<file path="src/rtl/sccb_wr_ctrl_if.sv">
// sccb_wr_ctrl_if: config handshake and SCCB pad signals of the OV5640 register write engine
// Ports (signals):
//   cfg_start, cfg_data[23:0]     request and {REG_ADDR, REG_VAL} word from the sequencer
//   cfg_end, busy, ack_err        completion pulse, activity flag, NACK pulse
//   scl, sda_oe, sda_in           SCCB clock, SDA pull-down enable, SDA pad readback
// Modports: slave = write engine, master = sequencer/pad side
interface sccb_wr_ctrl_if;
    logic        cfg_start;
    logic [23:0] cfg_data;
    logic        cfg_end;
    logic        busy;
    logic        ack_err;
    logic        scl;
    logic        sda_oe;
    logic        sda_in;
    modport slave (input cfg_start, cfg_data, sda_in, output cfg_end, busy, ack_err, scl, sda_oe);
    modport master (output cfg_start, cfg_data, sda_in, input cfg_end, busy, ack_err, scl, sda_oe);
endinterface

</file>
<file path="src/rtl/sccb_wr_ctrl.sv">
// sccb_wr_ctrl: single-register SCCB write engine (ID, addr_hi, addr_lo, data) for the OV5640
// Ports:
//   sys_clk, sys_rst   clock, asynchronous active-high reset
//   bus (slave)        cfg_start/cfg_data in, cfg_end/busy/ack_err out, scl/sda_oe out, sda_in in
// Optional: define SCCB_ACK_CHK_EN to abort to STOP on a NACK and report it on ack_err.
module sccb_wr_ctrl #(
    parameter int          SYS_CLK_FREQ = 50_000_000,
    parameter int          SCL_FREQ     = 250_000,
    parameter logic [7:0]  DEV_ID       = 8'h78,
    parameter int          QDIV         = SYS_CLK_FREQ / (SCL_FREQ * 4)
) (
    input logic            sys_clk,
    input logic            sys_rst,
    sccb_wr_ctrl_if.slave  bus
);
    localparam int QW = QDIV > 1 ? $clog2(QDIV) : 1;
    typedef enum logic [2:0] {IDLE, START, BYTE, STOP, DONE} state_t;
    state_t        state_q, state_d;
    logic [QW-1:0] qcnt_q, qcnt_d;
    logic [1:0]    q_q, q_d;
    logic [3:0]    bit_q, bit_d;
    logic [1:0]    byte_q, byte_d;
    logic [31:0]   shift_q, shift_d;
    logic          nack_q, nack_d;
    logic          qwrap, pend;
    always_ff @(posedge sys_clk or posedge sys_rst) begin
        if (sys_rst) begin
            state_q <= IDLE;
            qcnt_q  <= '0;
            q_q     <= '0;
            bit_q   <= '0;
            byte_q  <= '0;
            shift_q <= '0;
            nack_q  <= 1'b0;
        end else begin
            state_q <= state_d;
            qcnt_q  <= qcnt_d;
            q_q     <= q_d;
            bit_q   <= bit_d;
            byte_q  <= byte_d;
            shift_q <= shift_d;
            nack_q  <= nack_d;
        end
    end
    // qwrap ends a quarter, pend ends a whole phase (START, one bit slot, STOP)
    assign qwrap = qcnt_q == QW'(QDIV - 1);
    assign pend  = qwrap && q_q == 2'd3;
    always_comb begin
        state_d = state_q;
        qcnt_d  = qwrap ? '0 : qcnt_q + 1'b1;
        q_d     = qwrap ? q_q + 2'd1 : q_q;
        bit_d   = bit_q;
        byte_d  = byte_q;
        shift_d = shift_q;
        nack_d  = nack_q;
        case (state_q)
            IDLE: begin
                qcnt_d = '0;
                q_d    = '0;
                bit_d  = '0;
                byte_d = '0;
                nack_d = 1'b0;
                if (bus.cfg_start) begin
                    shift_d = {DEV_ID, bus.cfg_data};
                    state_d = START;
                end
            end
            START: state_d = pend ? BYTE : START;
            BYTE: begin
`ifdef SCCB_ACK_CHK_EN
                if (bit_q == 4'd8 && q_q == 2'd2 && qwrap && bus.sda_in)
                    nack_d = 1'b1;
`endif
                // the ACK slot does not shift: 32 data bits fill the register exactly
                if (pend && bit_q == 4'd8) begin
                    bit_d   = '0;
                    byte_d  = byte_q + 2'd1;
                    state_d = (byte_q == 2'd3 || nack_q) ? STOP : BYTE;
                end else if (pend) begin
                    bit_d   = bit_q + 4'd1;
                    shift_d = {shift_q[30:0], 1'b0};
                end
            end
            STOP: state_d = pend ? DONE : STOP;
            default: state_d = IDLE;
        endcase
    end
    assign bus.scl     = state_q == START ? q_q != 2'd3 :
                         state_q == BYTE  ? (q_q == 2'd1 || q_q == 2'd2) :
                         state_q == STOP  ? q_q != 2'd0 : 1'b1;
    assign bus.sda_oe  = state_q == START ? q_q[1] :
                         state_q == BYTE  ? (bit_q != 4'd8 && !shift_q[31]) :
                         state_q == STOP  ? !q_q[1] : 1'b0;
    assign bus.cfg_end = state_q == DONE;
    assign bus.busy    = state_q == START || state_q == BYTE || state_q == STOP;
`ifdef SCCB_ACK_CHK_EN
    assign bus.ack_err = state_q == DONE && nack_q;
`else
    assign bus.ack_err = 1'b0;
`endif
endmodule

</file>
<file path="src/flat_wrapper.sv">
// flat-port wrapper written by rule: the top's interface ports become plain ports
module sccb_wr_ctrl_flat 
#(
    parameter int          SYS_CLK_FREQ = 50_000_000,
    parameter int          SCL_FREQ     = 250_000,
    parameter logic [7:0]  DEV_ID       = 8'h78,
    parameter int          QDIV         = SYS_CLK_FREQ / (SCL_FREQ * 4)
)
  (sys_clk, sys_rst, bus_cfg_start, bus_cfg_data, bus_sda_in, bus_cfg_end, bus_busy, bus_ack_err, bus_scl, bus_sda_oe);
  sccb_wr_ctrl_if bus_i ();
  input logic sys_clk;
  input logic sys_rst;
  input wire logic [$bits(bus_i.cfg_start)-1:0] bus_cfg_start;
  input wire logic [$bits(bus_i.cfg_data)-1:0] bus_cfg_data;
  input wire logic [$bits(bus_i.sda_in)-1:0] bus_sda_in;
  output wire logic [$bits(bus_i.cfg_end)-1:0] bus_cfg_end;
  output wire logic [$bits(bus_i.busy)-1:0] bus_busy;
  output wire logic [$bits(bus_i.ack_err)-1:0] bus_ack_err;
  output wire logic [$bits(bus_i.scl)-1:0] bus_scl;
  output wire logic [$bits(bus_i.sda_oe)-1:0] bus_sda_oe;
  assign bus_i.cfg_start = bus_cfg_start;
  assign bus_i.cfg_data = bus_cfg_data;
  assign bus_i.sda_in = bus_sda_in;
  assign bus_cfg_end = bus_i.cfg_end;
  assign bus_busy = bus_i.busy;
  assign bus_ack_err = bus_i.ack_err;
  assign bus_scl = bus_i.scl;
  assign bus_sda_oe = bus_i.sda_oe;
  sccb_wr_ctrl #(.SYS_CLK_FREQ(SYS_CLK_FREQ), .SCL_FREQ(SCL_FREQ), .DEV_ID(DEV_ID), .QDIV(QDIV)) u_core (.sys_clk(sys_clk), .sys_rst(sys_rst), .bus(bus_i));
endmodule
</file>
<file path="config.mk">
export PLATFORM = sky130hd
export DESIGN_NAME = sccb_wr_ctrl_flat
export DESIGN_NICKNAME = d
export VERILOG_FILES = /design/src/rtl/sccb_wr_ctrl_if.sv /design/src/rtl/sccb_wr_ctrl.sv /design/src/flat_wrapper.sv
export SDC_FILE = /design/constraint.sdc
export NUM_CORES = 1
export LEC_CHECK = 0
export ABC_CLOCK_PERIOD_IN_PS = 5200
export BUFFER_PORTS_ARGS = -buffer_cell sky130_fd_sc_hd__buf_2
export CAP_MARGIN = 20
export CELL_PAD_IN_SITES_DETAIL_PLACEMENT = 0
export CELL_PAD_IN_SITES_GLOBAL_PLACEMENT = 2
export CORE_UTILIZATION = 30
export DETAILED_ROUTE_END_ITERATION = 8
export GPL_ROUTABILITY_DRIVEN = 0
export PLACE_DENSITY = 0.78
export SYNTH_ARGS = -nofsm -noshare
export SYNTH_HDL_FRONTEND = slang
export SYNTH_SLANG_ARGS = --single-unit
</file>
<file path="constraint.sdc">
create_clock -name sys_clk -period 5.2 [get_ports sys_clk]
set_clock_uncertainty 0.1 [all_clocks]
set_input_delay 0.26 -clock sys_clk [delete_from_list [all_inputs] [get_ports sys_clk]]
set_output_delay 0.26 -clock sys_clk [all_outputs]
set_load 0.02 [all_outputs]
</file>
==> reports/results.env <==
CLK_ROOT_BUFFER_CELL='clkbuf_8'
POSTSYNTHNETCOUNT=287
ROUTED-VIA-COUNT=1849
FINALWORSTSETUPSLACK_NS=2.136
P_SW_uW=137.1
FINALINSTANCEAREA_UM2=2801
FP.COREAREA_UM2=7888
CLOCKBUFFERDEPTH=2
PLACEDINSTANCEAREA_UM2=2668
MOSTFREQUENTLAYOUTCELLS='49 x dfrtp_1, 30 x buf_2, 26 x nand2_1, 26 x a21oi_1'
STARTPOINT_TYPE='flop'
CTS_REPAIR_RESIZE_COUNT=0
VIA_PER_INST=4.905
SETUP-TNS-FINAL_NS=0
CAP_VIOL_MAX_COUNT=0
SYNTHTOLAYOUTAREAGROWTH_PCT=12.68
STARTPOINT_TO_ENDPOINT_CLASS_OF_THE_CRITICAL_PATH='flop to flop'
GR-TOTAL-OVERFLOW=0
WORST_SETUP_PATH_END_KIND='flop'
FRACTION_OF_FINAL_LAYOUT_CELLS_WITH_DRIVE_STRENGTH_GREATER_THAN_1_PCT=17.82
CRIT_START='u_core.state_q[1]'
LEAKAGE_nW=1.330
INITIALDRTVIOLATIONCOUNT=92
POSTROUTEANTENNANETS=0
YOSYS_REGISTER_BITS=49
SYN_AVG_CELL_AREA_UM2=9.866
UNREPAIRED_SETUP_ENDPOINTS_AFTER_GLOBAL_ROUTING='false'
POWER_PER_CELL_AREA_nW_PER_UM2=239.0
POWER.IR.VDD_WORST_V=0.0001251
WORST_SKEW_PAIR.LATE_LATENCY_NS=0.30
CLOCK_GROUP_SHARE_OF_TOTAL_POWER_PCT=39.2
HOLD_PATH.STARTPOINT='bus_cfg_data[0]'
COUNT_OF_YOSYS_WARNINGS_DURING_SYNTHESIS=0
POST-ROUTE-PERIOD-UTIL_PCT=58.92
PORT-BUFFER-COUNT=30
NUMBER_OF_FILLERS_IN_THE_FINAL_LAYOUT=794
OUTCOME='completed'
WIRELENGTH_MM=5.203
TOTAL_POWER_uW=669.6
PLACE.DETAILED.HPWL_MM=3.379
REPORT.FINAL.SLEW_VIOL_COUNT=0
DRT_FIRST_PASS_ITERS=4
GRT_UTIL_ALL_LAYERS_PCT=13.15
FIN_UTIL_PCT=35.52
POWER.SWITCHING_FRACTION_PCT=20.47
POWER.COMBINATIONAL.FRACTION_PCT=4.0
REMAINING_DRC_ERRORS=0
WORSTMARGINPINSLEW_NS=1.048
CRIT_FANOUT=23
TIMING.HOLD.WORST.CLASS='input port to flop'
LAYOUT_COMMONEST_CELL='dfrtp_1'
CTS_BUFFERS=5
CTS_SETUP_BUFFERS=0
CLKSINKCOUNT=49
H-TREE-DEPTH=2
POWER_REPORT.INTERNAL_TOTAL_uW=532.5
CHIPHEIGHT_UM=93.04
VIA_COUNT_OF_THE_FIRST_GLOBAL_ROUTING_PASS=1847
STD_CELL_ROWS=32
FINALSETUPVIOLATIONS=0
CTS.REPORTEDPATHS.CLKPINSLEW_NS=0.09
R2R_CELLS=4
NETLIST-CELL-TYPE-COUNT=39
CTS_TREE='built'
WORSTPATHREQUIRED_NS=5.23
SYNTH_SEQUENTIAL_AREA_RATIO_PCT=49.32
POST_SYNTH_INSTANCE_AREA_UM2=2486
FIN_HOLD_WS_NS=0.1157
CP-ENDPOINT='u_core.shift_q[14]'
DESIGN.FINAL.NETS=310
PLACED_CELLS=368
N_ANTENNA_CELL=0
SEQ_POWER_SHARE_PCT=56.8
FIN_CRIT_NS=3.064
FINAL_CELL_COUNT_NO_FILL=377
REGTOREGSETUPSLACK_NS=2.14
GRT_MAX_DEGREE=50
HOLD_VIOL_FINAL=0
ARRIVAL_NS=3.10
GRT_FIRST_PASS_WIRELENGTH_MM=8.956
TIMING.FMAX_MHz=326.4
DESTINATION_OF_THE_WORST_REGISTER_TO_REGISTER_TIMING_PATH='u_core.shift_q[14]'
MAX_SLEW_HEADROOM_PCT=30.12
POSTSYNTHCELLCOUNT=252
ANTENNA_FOUND_INITIAL=0
DPL_WORST_SLACK_NS=2.107
START_UTIL_PCT=31.52
RR_STARTPOINT='u_core.state_q[1]'
FLOORPLAN.DIE_AREA_UM2=8656
PIN_COUNT=33
FLOORPLAN.DIE.WIDTH_UM=93.04
ROUTED_LEN_INST_UM=13.80
-- metal layers --
| metal | part of all wire [%] | routed length, um | track usage (%) | up-vias |
|---|---|---|---|---|
| li1 | - | - | - | 909 |
| met1 | 50 | 2606 | 18.11 | 899 |
| met2 | 45 | 2352 | 20.47 | 33 |
| met3 | 2.2 | 116 | 2.114 | 8 |
| met4 | 2.4 | 127 | 5.513 | 0 |
| met5 | 0 | 0 | 0 | - |
-- how the worst min path moves through the flow --
stage                         endpoint  slack [ns]  cells past startpoint
floorplan            u_core.state_q[0]        0.30                      2
global placement    u_core.shift_q[25]        0.36                      2
detailed placement  u_core.shift_q[30]        0.37                      2
CTS                  u_core.shift_q[0]        0.10                      3
global route         u_core.shift_q[0]        0.11                      3
finish               u_core.shift_q[0]        0.12                      3
-- layout make-up --
class	count	area [um^2]	share of cell area (%)
flip-flops and latches	49	1226	43.77
multi-input cells	177	1119	39.93
repair buffers	34	195.2	6.967
well taps	102	127.6	4.556
clock buffers	5	68.82	2.456
clock inverters	2	35.03	1.251
inverters	8	30.03	1.072
-- cell families after synthesis --
family / count (synthesis) / synth area share, %
AOI/OAI and AO/OA: 45 / 9.914
xor gates and xnor gates: 7 / 2.466
adders and majority gates: 7 / 3.523
buffers and inverters: 26 / 5.687
DFF: 49 / 49.32
muxes: 26 / 10.57
other: 1 / 0.1508
and+or+nand+nor: 91 / 18.37
-- state kept, by name, indices dropped and copies added, names as in the netlist --
name,count
u_core.shift_q,32
u_core.qcnt_q,6
u_core.bit_q,4
u_core.state_q,3
u_core.byte_q,2
u_core.q_q,2
-- Yosys cell counts --
cell type / instances / area [um^2]
o22ai_1: 2 / 12.51
nor2_1: 17 / 63.81
nand3_1: 6 / 30.03
nor3b_1: 1 / 7.510
nand2_2: 1 / 6.260
or3_1: 2 / 12.51
mux2_2: 2 / 22.52
a21oi_1: 26 / 130.1
and3b_1: 1 / 8.760
a31oi_1: 3 / 18.77
nand3b_1: 1 / 7.510
a32o_1: 1 / 10.01
nor3_2: 1 / 10.01
or4_1: 1 / 7.510
o21ai_0: 1 / 5.000
o21ai_2: 1 / 8.760
and4_1: 1 / 8.760
ha_1: 7 / 87.58
buf_2: 11 / 55.05
buf_4: 6 / 45.04
xnor2_1: 3 / 26.28
nor4bb_1: 1 / 10.01
nor2b_1: 1 / 6.260
inv_1: 8 / 30.03
xor2_1: 4 / 35.03
conb_1: 1 / 3.750
mux2i_1: 24 / 240.2
a22o_1: 1 / 8.760
and2_1: 2 / 12.51
nor3b_4: 1 / 18.77
or3b_2: 1 / 8.760
o21ai_1: 9 / 45.04
nand2b_1: 2 / 12.51
buf_6: 1 / 11.26
nor3_1: 24 / 120.1
o21bai_1: 1 / 7.510
and2_2: 1 / 7.510
dfrtp_1: 49 / 1226
nand2_1: 26 / 97.59
-- what timing repair did --
item	in CTS	in global routing
hold buffers	0	1
endpoints found under the setup margin	0	0
endpoints found under the hold margin	0	13
-- critical path, stage by stage (launching register included) --
cell and delay, ns:
dfrtp_1 0.56, nor3b_4 0.85, nand3_1 0.31, o21ai_2 0.88
a21oi_1 0.17
-- power by group through the flow --
stage	logic, mW	registers [mW]	clock network (mW)
floorplan	0.0118	0.388	0
global placement	0.0256	0.388	0
detailed placement	0.0254	0.388	0
CTS	0.0255	0.381	0.275
global route	0.0305	0.381	0.291
finish	0.0266	0.381	0.262
(Power assumes the default switching activity.)
